==> config.mk <==
export PLATFORM = sky130hd
export DESIGN_NAME = tc_operand_fetch_flat
export DESIGN_NICKNAME = d
export VERILOG_FILES = /design/src/rtl/tc_pkg.sv /design/src/rtl/tc_operand_fetch_if.sv /design/src/rtl/tc_fetch_fifo.sv /design/src/rtl/tc_operand_fetch.sv /design/src/flat_wrapper.sv
export SDC_FILE = /design/constraint.sdc
export NUM_CORES = 1
export LEC_CHECK = 0
export ABC_AREA = 1
export BUFFER_PORTS_ARGS = -buffer_cell sky130_fd_sc_hd__buf_4
export CAP_MARGIN = 40
export CORE_ASPECT_RATIO = 0.75
export CORE_MARGIN = 2
export CORE_UTILIZATION = 40
export CTS_BUF_LIST = sky130_fd_sc_hd__clkbuf_16
export CTS_CLUSTER_DIAMETER = 40
export DETAILED_ROUTE_END_ITERATION = 8
export PLACE_DENSITY = 0.75
export SYNTH_ARGS = -nofsm -noshare
export SYNTH_HDL_FRONTEND = slang
export SYNTH_SLANG_ARGS = --single-unit
==> constraint.sdc <==
create_clock -name clk -period 17 [get_ports clk]
set_input_delay 0 -clock clk [delete_from_list [all_inputs] [get_ports clk]]
set_output_delay 0 -clock clk [all_outputs]
set_load 0.02 [all_outputs]
==> src/rtl/tc_pkg.sv <==
// Shared definitions for the operand-fetch block: FSM state encoding and
// default geometry of the banked operand SRAM.
package tc_pkg;

   typedef enum logic [1:0] {
      ST_IDLE  = 2'd0,
      ST_FETCH = 2'd1,
      ST_DRAIN = 2'd2
   } fetch_state_e;

   localparam int unsigned NumBanksDef     = 4;
   localparam int unsigned WordsPerBankDef = 256;
   localparam int unsigned DataWidthDef    = 32;

endpackage

==> src/rtl/tc_operand_fetch_if.sv <==
// Bundles the command, SRAM read and operand-stream signals of tc_operand_fetch.
// Handshakes (req_*, op_*): a transfer happens on a rising edge where valid and
// ready are both high; once raised, valid and its payload hold until that edge.
interface tc_operand_fetch_if
   import tc_pkg::*;
#(
   parameter int unsigned NumBanks     = NumBanksDef,
   parameter int unsigned WordsPerBank = WordsPerBankDef,
   parameter int unsigned DataWidth    = DataWidthDef,
   parameter int unsigned AddrWidth    = $clog2(WordsPerBank)
);

   logic                                 req_valid;
   logic                                 req_ready;
   logic [AddrWidth-1:0]                 req_base_a;
   logic [AddrWidth-1:0]                 req_base_b;
   logic [AddrWidth:0]                   req_len;

   logic [NumBanks-1:0]                  sram_re;
   logic [NumBanks-1:0][AddrWidth-1:0]   sram_raddr1;
   logic [NumBanks-1:0][AddrWidth-1:0]   sram_raddr2;
   logic [NumBanks-1:0][DataWidth-1:0]   sram_rdataA;
   logic [NumBanks-1:0][DataWidth-1:0]   sram_rdataB;

   logic                                 op_valid;
   logic                                 op_ready;
   logic [NumBanks-1:0][DataWidth-1:0]   op_a;
   logic [NumBanks-1:0][DataWidth-1:0]   op_b;
   logic                                 op_last;
   logic                                 done;

   fetch_state_e                         state_dbg;

   modport slave (
      input  req_valid, req_base_a, req_base_b, req_len,
      input  sram_rdataA, sram_rdataB, op_ready,
      output req_ready, sram_re, sram_raddr1, sram_raddr2,
      output op_valid, op_a, op_b, op_last, done, state_dbg
   );

   modport master (
      output req_valid, req_base_a, req_base_b, req_len,
      output sram_rdataA, sram_rdataB, op_ready,
      input  req_ready, sram_re, sram_raddr1, sram_raddr2,
      input  op_valid, op_a, op_b, op_last, done, state_dbg
   );

endinterface

==> src/rtl/tc_fetch_fifo.sv <==
// Two-entry valid/ready FIFO with fall-through: when empty, incoming data is
// presented on the output in the same cycle it arrives.
module tc_fetch_fifo #(
   parameter int unsigned Width = 8
) (
   input  logic             clk,
   input  logic             rst,
   input  logic             push_valid_i,
   input  logic [Width-1:0] push_data_i,
   output logic             pop_valid_o,
   input  logic             pop_ready_i,
   output logic [Width-1:0] pop_data_o,
   output logic [1:0]       count_o
);

   logic [Width-1:0] mem_q [2];
   logic             wr_ptr_q;
   logic             rd_ptr_q;
   logic [1:0]       count_q;
   logic [1:0]       count_d;
   logic             empty;
   logic             pop;
   logic             pop_stored;
   logic             store;

   assign empty       = (count_q == 2'd0);
   assign pop_valid_o = !empty || push_valid_i;
   assign pop_data_o  = empty ? push_data_i : mem_q[rd_ptr_q];
   assign pop         = pop_valid_o && pop_ready_i;
   assign pop_stored  = pop && !empty;
   // A word that bypasses straight to a taker never occupies an entry.
   assign store       = push_valid_i && !(empty && pop);
   assign count_d     = count_q + {1'b0, store} - {1'b0, pop_stored};
   assign count_o     = count_q;

   always_ff @(posedge clk or posedge rst) begin
      if (rst) begin
         count_q  <= 2'd0;
         wr_ptr_q <= 1'b0;
         rd_ptr_q <= 1'b0;
      end else begin
         count_q <= count_d;
         if (store)      wr_ptr_q <= !wr_ptr_q;
         if (pop_stored) rd_ptr_q <= !rd_ptr_q;
      end
   end

   always_ff @(posedge clk) begin
      if (store) mem_q[wr_ptr_q] <= push_data_i;
   end

endmodule

==> src/rtl/tc_operand_fetch.sv <==
// Streams len rows of operands A and B out of a banked SRAM (1-cycle read
// latency), one full row per beat, with credit-limited issue into a 2-entry FIFO.
module tc_operand_fetch
   import tc_pkg::*;
#(
   parameter int unsigned NumBanks     = NumBanksDef,
   parameter int unsigned WordsPerBank = WordsPerBankDef,
   parameter int unsigned DataWidth    = DataWidthDef,
   parameter int unsigned AddrWidth    = $clog2(WordsPerBank)
) (
   input logic               clk,
   input logic               rst,
   tc_operand_fetch_if.slave bus
);

   localparam int unsigned          RowBits   = NumBanks * DataWidth;
   localparam int unsigned          BeatWidth = 2 * RowBits + 1;
   localparam logic [AddrWidth-1:0] LastRow   = AddrWidth'(WordsPerBank - 1);

   fetch_state_e          state_q;
   logic [AddrWidth-1:0]  row_a_q, row_a_d;
   logic [AddrWidth-1:0]  row_b_q, row_b_d;
   logic [AddrWidth:0]    remain_q;
   logic                  inflight_q;
   logic                  inflight_last_q;
   logic                  zero_done_q;

   logic                  issue;
   logic                  final_issue;
   logic                  pop;
   logic                  last_hs;
   logic                  pop_valid;
   logic [1:0]            fifo_count;
   logic [2:0]            occ_after;
   logic [BeatWidth-1:0]  push_data;
   logic [BeatWidth-1:0]  pop_data;

   assign row_a_d = (row_a_q == LastRow) ? '0 : row_a_q + AddrWidth'(1);
   assign row_b_d = (row_b_q == LastRow) ? '0 : row_b_q + AddrWidth'(1);

   // Credit counts the word in flight and FIFO contents left after this
   // cycle's pop, so a full-rate stream keeps issuing every cycle.
   assign pop         = pop_valid && bus.op_ready;
   assign occ_after   = {1'b0, fifo_count} + {2'b0, inflight_q} - {2'b0, pop};
   assign issue       = (state_q == ST_FETCH) && (occ_after < 3'd2);
   assign final_issue = issue && (remain_q == (AddrWidth + 1)'(1));
   assign last_hs     = pop && pop_data[0];

   always_comb begin
      bus.sram_re     = {NumBanks{issue}};
      bus.sram_raddr1 = '0;
      bus.sram_raddr2 = '0;
      for (int b = 0; b < NumBanks; b++) begin
         bus.sram_raddr1[b] = issue ? row_a_q : '0;
         bus.sram_raddr2[b] = issue ? row_b_q : '0;
      end
   end

   assign push_data = {bus.sram_rdataA, bus.sram_rdataB, inflight_last_q};

   tc_fetch_fifo #(.Width(BeatWidth)) u_fifo (
      .clk          (clk),
      .rst          (rst),
      .push_valid_i (inflight_q),
      .push_data_i  (push_data),
      .pop_valid_o  (pop_valid),
      .pop_ready_i  (bus.op_ready),
      .pop_data_o   (pop_data),
      .count_o      (fifo_count)
   );

   assign bus.op_valid  = pop_valid;
   assign bus.op_a      = pop_data[BeatWidth-1 -: RowBits];
   assign bus.op_b      = pop_data[RowBits:1];
   assign bus.op_last   = pop_data[0];
   assign bus.req_ready = (state_q == ST_IDLE);
   assign bus.state_dbg = state_q;
   // The final handshake itself signals completion; a zero-length command
   // only gets the registered pulse.
   assign bus.done      = last_hs || zero_done_q;

   always_ff @(posedge clk or posedge rst) begin
      if (rst) begin
         state_q         <= ST_IDLE;
         row_a_q         <= '0;
         row_b_q         <= '0;
         remain_q        <= '0;
         inflight_q      <= 1'b0;
         inflight_last_q <= 1'b0;
         zero_done_q     <= 1'b0;
      end else begin
         inflight_q      <= issue;
         inflight_last_q <= final_issue;
         zero_done_q     <= 1'b0;
         unique case (state_q)
            ST_IDLE: begin
               if (bus.req_valid) begin
                  if (bus.req_len == '0) begin
                     zero_done_q <= 1'b1;
                  end else begin
                     row_a_q  <= bus.req_base_a;
                     row_b_q  <= bus.req_base_b;
                     remain_q <= bus.req_len;
                     state_q  <= ST_FETCH;
                  end
               end
            end
            ST_FETCH: begin
               if (issue) begin
                  row_a_q  <= row_a_d;
                  row_b_q  <= row_b_d;
                  remain_q <= remain_q - (AddrWidth + 1)'(1);
                  if (final_issue) state_q <= ST_DRAIN;
               end
            end
            ST_DRAIN: begin
               if (last_hs) state_q <= ST_IDLE;
            end
            default: state_q <= ST_IDLE;
         endcase
      end
   end

endmodule
==> src/flat_wrapper.sv <==
// flat-port wrapper written by rule: the top's interface ports become plain ports
module tc_operand_fetch_flat import tc_pkg::*;
#(
   parameter int unsigned NumBanks     = NumBanksDef,
   parameter int unsigned WordsPerBank = WordsPerBankDef,
   parameter int unsigned DataWidth    = DataWidthDef,
   parameter int unsigned AddrWidth    = $clog2(WordsPerBank)
)
  (clk, rst, bus_req_valid, bus_req_base_a, bus_req_base_b, bus_req_len, bus_sram_rdataA, bus_sram_rdataB, bus_op_ready, bus_req_ready, bus_sram_re, bus_sram_raddr1, bus_sram_raddr2, bus_op_valid, bus_op_a, bus_op_b, bus_op_last, bus_done, bus_state_dbg);
  tc_operand_fetch_if #(.NumBanks(NumBanks), .WordsPerBank(WordsPerBank), .DataWidth(DataWidth), .AddrWidth(AddrWidth)) bus_i ();
  input logic clk;
  input logic rst;
  input wire logic [$bits(bus_i.req_valid)-1:0] bus_req_valid;
  input wire logic [$bits(bus_i.req_base_a)-1:0] bus_req_base_a;
  input wire logic [$bits(bus_i.req_base_b)-1:0] bus_req_base_b;
  input wire logic [$bits(bus_i.req_len)-1:0] bus_req_len;
  input wire logic [$bits(bus_i.sram_rdataA)-1:0] bus_sram_rdataA;
  input wire logic [$bits(bus_i.sram_rdataB)-1:0] bus_sram_rdataB;
  input wire logic [$bits(bus_i.op_ready)-1:0] bus_op_ready;
  output wire logic [$bits(bus_i.req_ready)-1:0] bus_req_ready;
  output wire logic [$bits(bus_i.sram_re)-1:0] bus_sram_re;
  output wire logic [$bits(bus_i.sram_raddr1)-1:0] bus_sram_raddr1;
  output wire logic [$bits(bus_i.sram_raddr2)-1:0] bus_sram_raddr2;
  output wire logic [$bits(bus_i.op_valid)-1:0] bus_op_valid;
  output wire logic [$bits(bus_i.op_a)-1:0] bus_op_a;
  output wire logic [$bits(bus_i.op_b)-1:0] bus_op_b;
  output wire logic [$bits(bus_i.op_last)-1:0] bus_op_last;
  output wire logic [$bits(bus_i.done)-1:0] bus_done;
  output wire logic [$bits(bus_i.state_dbg)-1:0] bus_state_dbg;
  assign bus_i.req_valid = bus_req_valid;
  assign bus_i.req_base_a = bus_req_base_a;
  assign bus_i.req_base_b = bus_req_base_b;
  assign bus_i.req_len = bus_req_len;
  assign bus_i.sram_rdataA = bus_sram_rdataA;
  assign bus_i.sram_rdataB = bus_sram_rdataB;
  assign bus_i.op_ready = bus_op_ready;
  assign bus_req_ready = bus_i.req_ready;
  assign bus_sram_re = bus_i.sram_re;
  assign bus_sram_raddr1 = bus_i.sram_raddr1;
  assign bus_sram_raddr2 = bus_i.sram_raddr2;
  assign bus_op_valid = bus_i.op_valid;
  assign bus_op_a = bus_i.op_a;
  assign bus_op_b = bus_i.op_b;
  assign bus_op_last = bus_i.op_last;
  assign bus_done = bus_i.done;
  assign bus_state_dbg = bus_i.state_dbg;
  tc_operand_fetch #(.NumBanks(NumBanks), .WordsPerBank(WordsPerBank), .DataWidth(DataWidth), .AddrWidth(AddrWidth)) u_core (.clk(clk), .rst(rst), .bus(bus_i));
endmodule
Yosys cells after proc, flatten, opt, wreduce, memory -nomap -nowiden
Memory sizes are Yosys's and may differ from the RTL's.
Cells that the tools add are included.
{"block": "word_totals", "reg_bits": 34, "latch_bits": 0, "ramBits": 514, "mem_bits_ro": 0, "in_bits": 285, "out_inout_bits": 330, "wordCells": 76, "mem_count": 1}
{"name": "u_core.u_fifo.mem_q", "depth": 2, "word_bits": 257, "rd": 1, "rd_ports_with_merged_regs": 0, "wr": 1, "line_no": "tc_fetch_fifo.sv:16", "rtl": "logic [Width-1:0] mem_q [2];"}
{"block": "classes", "n_addsub": 7, "mul": 0, "n_div": 0, "n_lt_le_gt_ge": 1, "n_eq_ne": 10, "n_shift": 0, "muxes": 28, "n_bitwise": 0, "n_reduce_logical": 19}
{"operator": "two-way mux 257 bit", "n": 1}
{"operator": "two-way mux 8 bit", "n": 10}
{"operator": "case mux 8 bit (2 select lines)", "n": 2}
{"operator": "two-way mux 9 bit", "n": 3}
{"operator": "case mux 9 bit (2 select lines)", "n": 1}
{"operator": "adder 8 x 1 -> 8 bit, second input constant", "n": 2}
{"operator": "== test 8 bit, second input constant", "n": 2}
{"operator": "two-way mux 2 bit", "n": 5}
{"operator": "== test 9 x 1 -> 1 bit, second input constant", "n": 1}
{"operator": "logical NOT 9 bit", "n": 1}
{"operator": "subtractor 9 x 1 -> 9 bit, second input constant", "n": 1}
{"operator": "logical AND 1 bit", "n": 7}
{"operator": "!= test 2 x 1 -> 1 bit, second input constant", "n": 3}
{"operator": "case mux 2 bit (3 select lines)", "n": 1}
{"operator": "two-way mux 1 bit", "n": 5}
{"operator": "AND reduction 5 bit", "n": 1}
{"operator": "logical NOT 1 bit", "n": 4}
{"operator": "logical NOT 2 bit", "n": 2}
{"operator": "!= test 2 bit, second input constant", "n": 2}
{"operator": "AND reduction 4 bit", "n": 1}
{"operator": "adder 2 x 1 -> 3 bit", "n": 1}
{"operator": "< comparator 3 x 2 -> 1 bit, second input constant", "n": 1}
{"operator": "subtractor 3 x 1 -> 3 bit", "n": 1}
{"operator": "adder 2 x 1 -> 2 bit", "n": 1}
{"operator": "5 further kinds", "n": 6}

Longest topological paths before layout
Gate-level depths: netlist of run 1.
{"block": "logic_depth", "depth_word": 11, "mapped_depth": 14}

Modules after synthesis
A second synthesis of run 1 with hierarchy kept.
{"block": "unflattened", "cells_unflattened": 2617, "hier_area_um2": 24624.9}
{"mod": "tc_fetch_fifo", "n_inst": 1, "cells_each": 2200, "area_each_um2": 22026.1, "seq_area_each_um2": 15534.9}
{"mod": "tc_operand_fetch", "n_inst": 1, "cells_each": 417, "area_each_um2": 2598.7, "seq_area_each_um2": 750.7}

Worst setup path before layout of run 1
Ideal clock, no wire load.
{"block": "synth_path", "path_type": "register -> register", "startpoint": "reg u_core.u_fifo.count_q[1], in the netlist u_core.u_fifo.count_o[1]", "endpoint": "mem u_core.u_fifo.mem_q[0][0] (netlist bit) (enable)", "setup_ps": 880, "t_arrival_ps": 11428, "required_time_ps": 16120, "slack_ps": 4692, "stages_incl_launch_ff": 5, "n_path_buf": 0, "cell_sequence": "dfrtp_1 > nor2_4 > inv_2 > o21ai_1 > nor2_1"}
{"block": "synth_via", "elab_chain_cells": 9}
{"item": "start: declaration", "line_no": "tc_fetch_fifo.sv:19", "rtl": "logic [1:0] count_q;"}
{"item": "start signal: assignment", "line_no": "tc_fetch_fifo.sv:42", "rtl": "count_q <= count_d;"}
{"item": "logical NOT 2 bit *", "line_no": "tc_fetch_fifo.sv:26", "rtl": "assign empty = (count_q == 2'd0);"}
{"item": "logical NOT 1 bit", "line_no": "tc_fetch_fifo.sv:27", "rtl": "assign pop_valid_o = !empty || push_valid_i;"}
{"item": "logical OR 1 bit", "line_no": "tc_fetch_fifo.sv:27"}
{"item": "logical AND 1 bit", "line_no": "tc_fetch_fifo.sv:29", "rtl": "assign pop = pop_valid_o && pop_ready_i;"}
{"item": "logical AND 1 bit *", "line_no": "tc_fetch_fifo.sv:32", "rtl": "assign store = push_valid_i && !(empty && pop);"}
{"item": "logical NOT 1 bit *", "line_no": "tc_fetch_fifo.sv:32"}
{"item": "logical AND 1 bit *", "line_no": "tc_fetch_fifo.sv:32"}
{"item": "two-way mux 1 bit *", "line_no": "tc_fetch_fifo.sv:49", "rtl": "if (store) mem_q[wr_ptr_q] <= push_data_i;"}
{"item": "two-way mux 1 bit (not written as such) *", "line_no": "tc_fetch_fifo.sv:49"}
{"item": "end: declaration", "line_no": "tc_fetch_fifo.sv:16"}
Mark *: on every way between the ends. The rest lies on a longest branch, timed or not.

Final worst setup path of run 1
{"block": "layout_path", "startpoint": "reg u_core.u_fifo.count_q[1], in the netlist u_core.u_fifo.count_o[1]", "endpoint": "mem u_core.u_fifo.mem_q[0][159] (netlist bit) (enable)"}
Same word-level chain as after synthesis.

==> results.py, run 1 <==
metrics = {
    "setup_path": {
        "path_cells": "nor2_4 > buf_12 > inv_8 > o21ai_1 > nor2_4 > buf_4 > buf_4 > buf_16",
        "worstPathRequired_ns": 17.26,
        "arrival_ns": 4.76,
        "start_kind": "flip-flop",
        "cpMaxStageDelayCell": "buf_4",
        "worstPathMaxFanout": 173,
        "worstPathBufferInverterCount": 5,
        "end_kind": "flip-flop",
        "r2r_start": "u_core.u_fifo.count_o[1]",
        "startpoint": "u_core.u_fifo.count_o[1]",
        "critPathKind": "flip-flop to flip-flop",
        "critical-path-top-delay-family": "buffers and inverters",
        "slowest_delay_ns": 0.75,
    },
    "clock_tree": {
        "cts_made_buffers": 71,
        "cts_tree": "done",
        "clk_pin_slew_ns": 0.06,
        "clockBufferDepth": 3,
        "ctsHtreeMaxLevel": 3,
        "clock_latency_ns": 0.59,
        "numClockSinks": 548,
        "ctsResizeCount": 0,
        "cts_root_buffer": "clkbuf_16",
    },
    "grt": {
        "grt_pass1_vias": 19400,
        "grt_pass1_wl_um": 106000,
        "grt_max_degree": 174,
        "grt_usage_pct": 22.5,
        "overflow": 0,
        "antenna_found_initial": 11,
    },
    "placed_design": {
        "io_buffers": 614,
        "gp_congestion": 0.824,
        "place_inst": 3327,
        "dp_hpwl_um": 40900,
    },
    "routing": {
        "routedWlPerCell_um": 18.9,
        "drtIter0Drc": 1968,
        "drc": 0,
        "avgViaCountPerCell": 5.20,
        "ant_nets": 0,
        "wl_um": 71000,
        "vias": 19500,
        "first_pass_iters": 7,
    },
    "yosys": {
        "syn_area_sq_um": 23200,
        "synth.area.top_cells": "edfxtp_1 (67%), a21oi_1 (11%), nand2_1 (6.5%), nor2_1 (4.9%), dfrtp_1 (3.7%)",
        "syn_inst": 2078,
        "synth_fp_nets": 2370,
        "synth.avg_cell_area_sq_um": 11.2,
        "yosys_register_bits": 548,
        "async_reset_ff_share_pct": 6.20,
        "synth.top_cell.area_share_pct": 66.6,
        "ys_types": 28,
        "synth_edf_count": 514,
        "ys_warn_count": 0,
        "synth_seq_area_share_pct": 70.3,
        "synthFlopType": "edfxtp_1",
        "synth_top_area_cell": "edfxtp_1",
    },
    "hold_path": {
        "hold_path_class": "primary input to async pin",
    },
    "timing": {
        "finalHoldViolCount": 0,
        "layout_min_cycle_time_ns": 4.50,
        "fin_worst_skew_ns": 0.0227,
        "relSlewSlack_pct": 41.0,
        "timing.fmax_mhz": 222,
        "finalCritPeriodShare_pct": 26.4,
        "setup_viol": 0,
        "worst_slew_pin_slew_ns": 0.885,
        "drv_slew": 0,
        "rsz0062_at_grt": "false",
        "finalSetupTns_ns": 0,
    },
    "die": {
        "core_sq_um": 57300,
        "die_h_um": 212,
        "die_w_um": 282,
        "placementRows": 76,
        "io_pins": 615,
        "dieArea_sq_um": 59900,
        "start_util_pct": 40.4,
    },
    "power_and_ir_drop": {
        "switching_power_mw": 2.90,
        "clkPwrFrac_pct": 22.7,
        "power_density_nw_per_um2": 201,
        "p_int_mw": 3.87,
        "p_leak_nw": 13.4,
        "combPwrFrac_pct": 50.2,
        "vdd_drop_max_uv": 151,
        "power_switching_share_pct": 42.9,
        "seqPwrFrac_pct": 27.1,
    },
    "cells_and_area": {
        "final_common_cell": "buf_4",
        "drive_gt1_share_pct": 26.1,
        "area_growth_pct": 45.2,
        "fill_cells": 4309,
        "final_cell_mix": "buf_4 (630), a21oi_1 (519), edfxtp_1 (514)",
        "fin_nets": 3197,
        "fin_cells": 3754,
    },
    "flow_run": {
        "drv_cap": 0,
    },
    "status": {
        "status": "finished, final reports clean",
    },
}
==> per-stage QoR <==
| stage | setup slack (ns) | total power, mW | hold WS (ns) | utilization [%] | instance area, sq um |
|---|---|---|---|---|---|
| 2_1_floorplan | 4.69 | 3.90 | 0.0989 | - | 23200 |
| 3_3_place_gp | 12.41 | 5.02 | 0.152 | 48.8 | 28000 |
| 3_5_place_dp | 12.58 | 5.15 | 0.146 | 49.4 | 28300 |
| 4_1_cts | 12.57 | 6.75 | 0.0665 | 58.6 | 33600 |
| 5_1_grt | 12.28 | 7.11 | 0.104 | 58.7 | 33700 |
| 6_report | 12.50 | 6.77 | 0.0771 | 58.7 | 33700 |
==> timing repair <==
item	CTS	global route
hold buffers	285	0
setup buffers	0	0
endpoints found under the hold margin	575	0
==> power by group through the flow <==
stage          sequential (mW)  clock, mW  combinational (mW)
6_report                  1.84       1.53                3.40
3_3_place_gp              1.87          0                3.15
4_1_cts                   1.83       1.56                3.36
3_5_place_dp              1.86          0                3.29
5_1_grt                   1.85       1.62                3.63
2_1_floorplan             1.92          0                1.98
==> cells in the mapped netlist (5+ instances only) <==
cell	n
inv_2	5
clkbuf_1	53
buf_2	64
o21ai_0	15
buf_4	53
o21ai_1	16
nor2_1	304
ha_1	6
a21oi_1	519
dfrtp_1	34
nand3_1	22
nand2_1	400
inv_1	48
nand4_1	6
edfxtp_1	514
==> cells by family after synthesis <==
kind of cell,synth area share (%)
and+or+nand+nor,12.3
AOI/OAI and AO/OA,11.9
xor gates and xnor gates,0.151
DFF,70.3
adders and majority gates,0.410
buffers and inverters,4.94
==> worst min-delay path: stages <==
cell and delay, ns:
dlygate4sd3_1 0.54, buf_4 0.13, inv_1 0.04, buf_4 0.39
==> worst paths after layout <==
kind | cells after the start | end | slack (ns)
min in group clk | 2 | u_core.u_fifo.mem_q[0][233] | 0.13
hold reg to reg | 0 | u_core.u_fifo.mem_q[0][0] | 0.48
setup reg to reg | 8 | u_core.u_fifo.mem_q[0][159] | 12.50
setup / recovery | 8 | u_core.u_fifo.mem_q[0][159] | 12.50
max in group asynchronous | 4 | u_core.u_fifo.rd_ptr_q | 16.55
hold / removal | 4 | u_core.row_a_q[6] | 0.08
==> flip-flops by register name, summed over array words and instances (netlist names) <==
register / flops
u_core.u_fifo.mem_q: 514
u_core.remain_q: 9
u_core.row_a_q: 8
u_core.row_b_q: 8
u_core.bus.state_dbg: 2
u_core.u_fifo.count_o: 2
u_core.inflight_last_q: 1
u_core.inflight_q: 1
u_core.u_fifo.rd_ptr_q: 1
u_core.u_fifo.wr_ptr_q: 1
u_core.zero_done_q: 1
==> metal layers <==
layer | part of all wire, % | GRT usage [%]
met2 | 51 | 38.0
met1 | 37 | 27.1
met4 | 3.8 | 9.90
met5 | 0.015 | 0
met3 | 8.4 | 5.99
==> area by class of cell <==
cell class	instances	area [sq um]	area share, %
antenna	12	30.0	0.0892
clock buffer	73	1830	5.43
clock inverter	57	633	1.88
inverter	53	214	0.636
multi-input combinational	1303	5760	17.1
sequential	548	16300	48.4
tap	780	976	2.90
timing repair buffer	928	7930	23.5
(Power assumes the default switching activity.)
==> inputs of run 2 (changes only) <==
==> constraint.sdc (replaced) <==
create_clock -name clk -period 4.3 [get_ports clk]
set_input_delay 0 -clock clk [delete_from_list [all_inputs] [get_ports clk]]
set_output_delay 0 -clock clk [all_outputs]
set_load 0.02 [all_outputs]
==> run 2 against run 1 <==
Clock power rose to 3.9 times the previous value. Count of clock-buffer cells in the layout is 1 lower. Worst hold slack better by 0.027 ns. Die area unchanged. Critical path depth is 1 lower. Power rose to 3.9 times the previous value. Sequential power increased to 4.0 times the previous value. Critical path type is now flip-flop to output pin. Largest power group unchanged.
==> results.py, run 2 (synthesis gave the netlist of run 1 again) <==
metrics = {
    "routing": {
        "vias": 19600,
        "routedWlPerCell_um": 19.0,
        "ant_nets": 0,
        "drc": 0,
        "wl_um": 71100,
        "drtIter0Drc": 2159,
        "avgViaCountPerCell": 5.23,
        "first_pass_iters": 6,
    },
    "cells_and_area": {
        "largest_register_ff_count": 514,
        "area_growth_pct": 44.6,
        "final_common_cell": "buf_4",
        "final_cell_area_sq_um": 33500,
        "drive_gt1_share_pct": 26.1,
        "reg_top3": "u_core.u_fifo.mem_q: 514 flops, u_core.remain_q: 9 flops",
        "fin_nets": 3198,
        "final_cell_mix": "buf_4 (635), a21oi_1 (519), edfxtp_1 (514)",
        "regMostFlops": "u_core.u_fifo.mem_q",
    },
    "timing": {
        "fin_worst_skew_ns": 0.0350,
        "setup_viol": 0,
        "timing.fmax_mhz": 310,
        "worst_slew_pin_slew_ns": 0.954,
        "layout_min_cycle_time_ns": 3.23,
        "drv_slew": 0,
        "finalSetupTns_ns": 0,
        "finalCritPeriodShare_pct": 75.1,
        "finalHoldViolCount": 0,
        "rsz0062_at_grt": "false",
        "relSlewSlack_pct": 36.4,
    },
    "power_and_ir_drop": {
        "seqPwrFrac_pct": 27.4,
        "power_switching_share_pct": 42.9,
        "p_leak_nw": 13.4,
        "vdd_drop_max_uv": 700,
        "p_int_mw": 15.2,
        "clkPwrFrac_pct": 22.7,
        "power_density_nw_per_um2": 794,
        "switching_power_mw": 11.4,
        "combPwrFrac_pct": 49.9,
    },
    "placed_design": {
        "io_buffers": 614,
        "gp_congestion": 0.833,
        "dp_hpwl_um": 40000,
        "place_area_sq_um": 28200,
    },
    "clock_tree": {
        "clock_latency_ns": 0.61,
        "cts_made_buffers": 70,
        "clk_pin_slew_ns": 0.05,
        "clockBufferDepth": 3,
        "cts_root_buffer": "clkbuf_16",
        "ctsHtreeMaxLevel": 3,
        "numClockSinks": 548,
        "cts_tree": "done",
        "ctsResizeCount": 0,
    },
    "hold_path": {
        "hold_path_class": "primary input to async pin",
    },
    "die": {
        "die_h_um": 212,
        "placementRows": 76,
        "dieArea_sq_um": 59900,
        "io_pins": 615,
        "die_w_um": 282,
        "core_sq_um": 57300,
        "start_util_pct": 40.4,
    },
    "setup_path": {
        "worstPathMaxFanout": 79,
        "start_kind": "flip-flop",
        "end_kind": "output pin",
        "cpMaxStageDelayCell": "buf_4",
        "worstPathBufferInverterCount": 4,
        "critPathMostFrequentCell": "buf_4",
        "arrival_ns": 3.23,
        "path_cells": "nor2_4 > buf_4 > buf_4 > buf_16 > a21oi_1 > a21oi_1 > buf_4",
        "worstPathRequired_ns": 4.30,
        "critical-path-top-delay-family": "buffers and inverters",
        "slowest_delay_ns": 0.66,
        "critPathKind": "flip-flop to output pin",
    },
    "grt": {
        "grt_usage_pct": 22.3,
        "antenna_found_initial": 4,
        "grt_max_degree": 161,
        "grt_pass1_wl_um": 105000,
        "grt_pass1_vias": 19600,
        "overflow": 0,
    },
    "status": {
        "status": "finished, final reports clean",
    },
    "flow_run": {
        "drv_cap": 0,
    },
}
[run 2: cell types whose count changed in the layout (fill, tap and decap cells not counted), moves of 2 or more]
cell / change
diode_2: -7
buf_4: +5
buf_16: -10
clkinv_4: +2
buf_12: +7
clkinvlp_4: -2
clkinv_2: +2
inv_8: -4
[run 2: cell type report]
class                      instances  area (sq um)
antenna                            5          12.5
clock buffer                      72          1800
clock inverter                    55           622
fill                            4380         23800
inverter                          53           214
multi-input combinational       1303          5770
sequential                       548         16300
tap                              780           976
timing repair buffer             930          7830
[run 2: worst reg2reg max path, cell delays in order, from the launching register on]
cell and delay (ns):
dfrtp_2 0.44, nor2_4 0.09, nor3_1 0.29, o21ai_0 0.19, fa_1 0.54, nand3_1 0.10, nand2_1 0.09, nand2_1 0.09
nor2_4 0.64, nand2_1 0.14, o21ai_1 0.13
[run 2: worst paths after layout]
check	startpoint	endpoint	slack, ns	cells past startpoint
setup reg to reg	u_core.u_fifo.count_o[1]	u_core.row_b_q[2]	1.48	10
setup / recovery	u_core.u_fifo.count_o[1]	bus_op_a[28]	1.07	7
max in group asynchronous	rst	u_core.u_fifo.rd_ptr_q	3.84	4
min in group clk	bus_sram_rdataA[50]	u_core.u_fifo.mem_q[1][179]	0.14	2
hold reg to reg	u_core.inflight_last_q	u_core.u_fifo.mem_q[1][0]	0.47	0
hold / removal	rst	u_core.row_a_q[2]	0.10	4
[run 2: routing by layer]
layer	vias up	global-route usage (%)	routed length, um
li1	8901	-	-
met1	9344	26.7	26400
met2	1142	38.8	36000
met3	200	4.54	5960
met4	0	9.87	2730
met5	-	0	0
[run 2: what timing repair did]
action                                  CTS  global route
endpoints found under the setup margin    0             0
hold endpoints to repair                576             0
setup buffers                             0             0
hold buffers                            285             0
[run 2: power groups by stage]
stage          registers (mW)  logic [mW]  clock network, mW
6_report                 7.28        13.3               6.03
5_1_grt                  7.34        14.1               6.34
4_1_cts                  7.26        13.1               6.11
3_5_place_dp             7.36        12.8                  0
3_3_place_gp             7.32        12.6                  0
2_1_floorplan            7.32        7.83                  0
[run 2: through the flow]
| stage | worst slack [ns] | hold WS (ns) | total power [mW] | utilization [%] | cells |
|---|---|---|---|---|---|
| after floorplan | -0.634 | 0.0989 | 15.1 | - | 2078 |
| after global placement | 1.57 | 0.149 | 19.9 | 49.2 | 3328 |
| after detailed placement | 1.50 | 0.151 | 20.2 | 49.2 | 3329 |
| after CTS | 1.04 | 0.0725 | 26.5 | 58.4 | 3741 |
| after global routing | 0.907 | 0.113 | 27.8 | 58.4 | 3745 |
| final | 1.07 | 0.104 | 26.6 | 58.5 | 3746 |
==> inputs of run 3 (changes only) <==
--- a/config.mk
+++ b/config.mk
@@ -14,7 +14,7 @@
 export CTS_BUF_LIST = sky130_fd_sc_hd__clkbuf_16
 export CTS_CLUSTER_DIAMETER = 40
 export DETAILED_ROUTE_END_ITERATION = 8
-export PLACE_DENSITY = 0.75
+export PLACE_DENSITY = 0.78
 export SYNTH_ARGS = -nofsm -noshare
 export SYNTH_HDL_FRONTEND = slang
 export SYNTH_SLANG_ARGS = --single-unit
==> constraint.sdc (replaced) <==
create_clock -name clk -period 2.61 [get_ports clk]
set_input_delay 0 -clock clk [delete_from_list [all_inputs] [get_ports clk]]
set_output_delay 0 -clock clk [all_outputs]
set_load 0.02 [all_outputs]
==> run 3 against run 2 <==
The flow now finishes with violations (negative setup slack). Design area increased by 1.7%. Sequential power increased by 63%. Worst hold slack got worse by 0.087 ns. Non-clock buffer count increased by 27. Clock skew increased by 0.0014 ns. Count of clock-buffer cells in the layout decreased by 2. Die area unchanged. Cell count increased by 0.64%. Sequential share of layout area decreased by 0.80 points. Setup slack got worse by 1.2 ns. Routed wire length increased by 5.0%. Critical path type unchanged.
==> results.py, run 3 (synthesis gave the netlist of run 1 again) <==
metrics = {
    "routing": {
        "drtIter0Drc": 2170,
        "dr_wl_met3_um": 6460,
        "routed.top_layer": "met4",
        "route.layer.met1.wl_um": 27500,
        "drc": 0,
        "wl_met2_um": 37300,
        "first_pass_iters": 6,
        "routedWlPerCell_um": 19.8,
        "avgViaCountPerCell": 5.30,
        "wl_um": 74600,
        "ant_nets": 0,
        "vias": 20000,
    },
    "setup_path": {
        "worstPathMaxFanout": 10,
        "critPathKind": "flip-flop to output pin",
        "arrival_ns": 2.79,
        "worstPathRequired_ns": 2.61,
        "end_kind": "output pin",
        "start_kind": "flip-flop",
    },
    "cells_and_area": {
        "fin_cells": 3770,
        "final_cell_mix": "buf_4 (608), a21oi_1 (517), edfxtp_1 (514)",
        "fin_nets": 3223,
        "multiInputGateArea_sq_um": 5910,
        "drive_gt1_share_pct": 27.3,
        "area_growth_pct": 47.0,
        "final_common_cell": "buf_4",
        "final_cell_area_sq_um": 34100,
        "fill_cells": 4244,
        "regArea_sq_um": 16300,
        "regMostFlops": "u_core.u_fifo.mem_q",
        "largest_register_ff_count": 514,
        "reg_top3": "u_core.u_fifo.mem_q: 514 flops, u_core.remain_q: 9 flops",
    },
    "clock_tree": {
        "clockBufferDepth": 3,
        "cts_root_buffer": "clkbuf_16",
        "clk_pin_slew_ns": 0.06,
        "clock_latency_ns": 0.60,
        "cts_tree": "done",
        "numClockSinks": 548,
        "cts_made_buffers": 68,
        "ctsHtreeMaxLevel": 3,
    },
    "grt": {
        "antenna_found_initial": 6,
        "overflow": 0,
        "grt_pass1_wl_um": 106000,
        "grt_pass1_vias": 19500,
        "grt_max_degree": 145,
        "grt_usage_pct": 22.5,
    },
    "power_and_ir_drop": {
        "power_density_nw_per_um2": 1310,
        "p_leak_nw": 13.6,
        "combPwrFrac_pct": 52.2,
        "p_int_mw": 25.5,
        "seqPwrFrac_pct": 26.6,
        "switching_power_mw": 19.3,
        "power_switching_share_pct": 43.1,
        "vdd_drop_max_uv": 942,
        "clkPwrFrac_pct": 21.1,
    },
    "timing": {
        "layout_min_cycle_time_ns": 2.79,
        "worst_slew_pin_slew_ns": 0.775,
        "setup_slack_ns": -0.176,
        "setup_viol": 64,
        "timing.fmax_mhz": 359,
        "finalCritPeriodShare_pct": 107,
        "relSlewSlack_pct": 48.4,
        "finalHoldViolCount": 0,
        "rsz0062_at_grt": "true",
        "finalSetupTns_ns": -6.15,
        "fin_worst_skew_ns": 0.0364,
        "drv_slew": 0,
    },
    "hold_path": {
        "hold_path_class": "primary input to async pin",
    },
    "die": {
        "dieArea_sq_um": 59900,
        "core_sq_um": 57300,
        "io_pins": 615,
        "die_h_um": 212,
        "die_w_um": 282,
        "placementRows": 76,
        "start_util_pct": 40.4,
    },
    "status": {
        "violations": "negative setup slack",
        "status": "finished, violations left",
    },
    "flow_run": {
        "drv_cap": 0,
    },
    "placed_design": {
        "place_inst": 3344,
        "place_area_sq_um": 28400,
        "io_buffers": 614,
        "dp_hpwl_um": 41900,
        "gp_congestion": 0.875,
    },
}
-- run 3: final cells by class --
class,count,area share [%]
sequential,548,47.8
timing repair buffer,957,24.6
multi-input combinational,1303,17.3
clock buffer,70,5.14
tap,780,2.86
clock inverter,53,1.54
inverter,53,0.635
antenna,6,0.0441
-- run 3: what timing repair did --
item	in CTS	in global routing
resized for setup	71	10
cloned	0	5
setup endpoints to repair	125	133
hold buffers	285	0
buffers inserted	4	4
pin swaps	2	7
hold endpoints to repair	575	0
-- run 3: critical path, stage by stage, from the launching register on --
cell	delay [ns]
dfrtp_2	0.38
nor2_4	0.06
nor3_4	0.20
o21ai_2	0.08
fa_1	0.60
nand3_4	0.12
nor2_4	0.13
inv_4	0.09
buf_12	0.17
nor2_4	0.22
buf_6	0.16
-- run 3: per-layer routing --
metal	vias to the layer above	GRT usage, %
li1	8946	-
met1	9572	27.3
met2	1224	38.0
met3	238	5.01
met4	0	11.3
met5	-	0
-- run 3: power by group through the flow --
stage / clock network, mW / logic, mW / registers [mW]
after floorplan: 0 / 13.0 / 12.1
after global placement: 0 / 21.1 / 12.0
after detailed placement: 0 / 21.5 / 12.0
after CTS: 9.54 / 22.4 / 11.9
after global routing: 9.92 / 24.8 / 12.0
final: 9.45 / 23.4 / 11.9
-- run 3: final timing paths --
path / from / endpoint / slack [ns] / depth (start not counted)
worst max-delay path: u_core.u_fifo.count_o[1] / bus_sram_raddr1[26] / -0.18 / 10
worst min-delay path: rst / u_core.row_a_q[4] / 0.02 / 3
worst max register to register: u_core.u_fifo.count_o[1] / u_core.u_fifo.mem_q[0][37] / 0.17 / 8
worst min register to register: u_core.inflight_last_q / u_core.u_fifo.mem_q[1][0] / 0.49 / 0
max in group asynchronous: rst / u_core.row_b_q[4] / 2.00 / 4
min in group clk: bus_sram_rdataB[11] / u_core.u_fifo.mem_q[1][12] / 0.14 / 2
-- run 3: stage by stage --
stage	total power [mW]	utilization, %	hold WS, ns	worst slack (ns)
floorplan	25.0	-	0.0989	-2.32
global placement	33.0	49.5	0.0774	0.239
global route	46.7	59.4	0.0542	-0.304
detailed placement	33.5	49.6	0.0770	0.105
finish	44.8	59.4	0.0165	-0.176
CTS	43.8	59.1	0.00352	-0.165
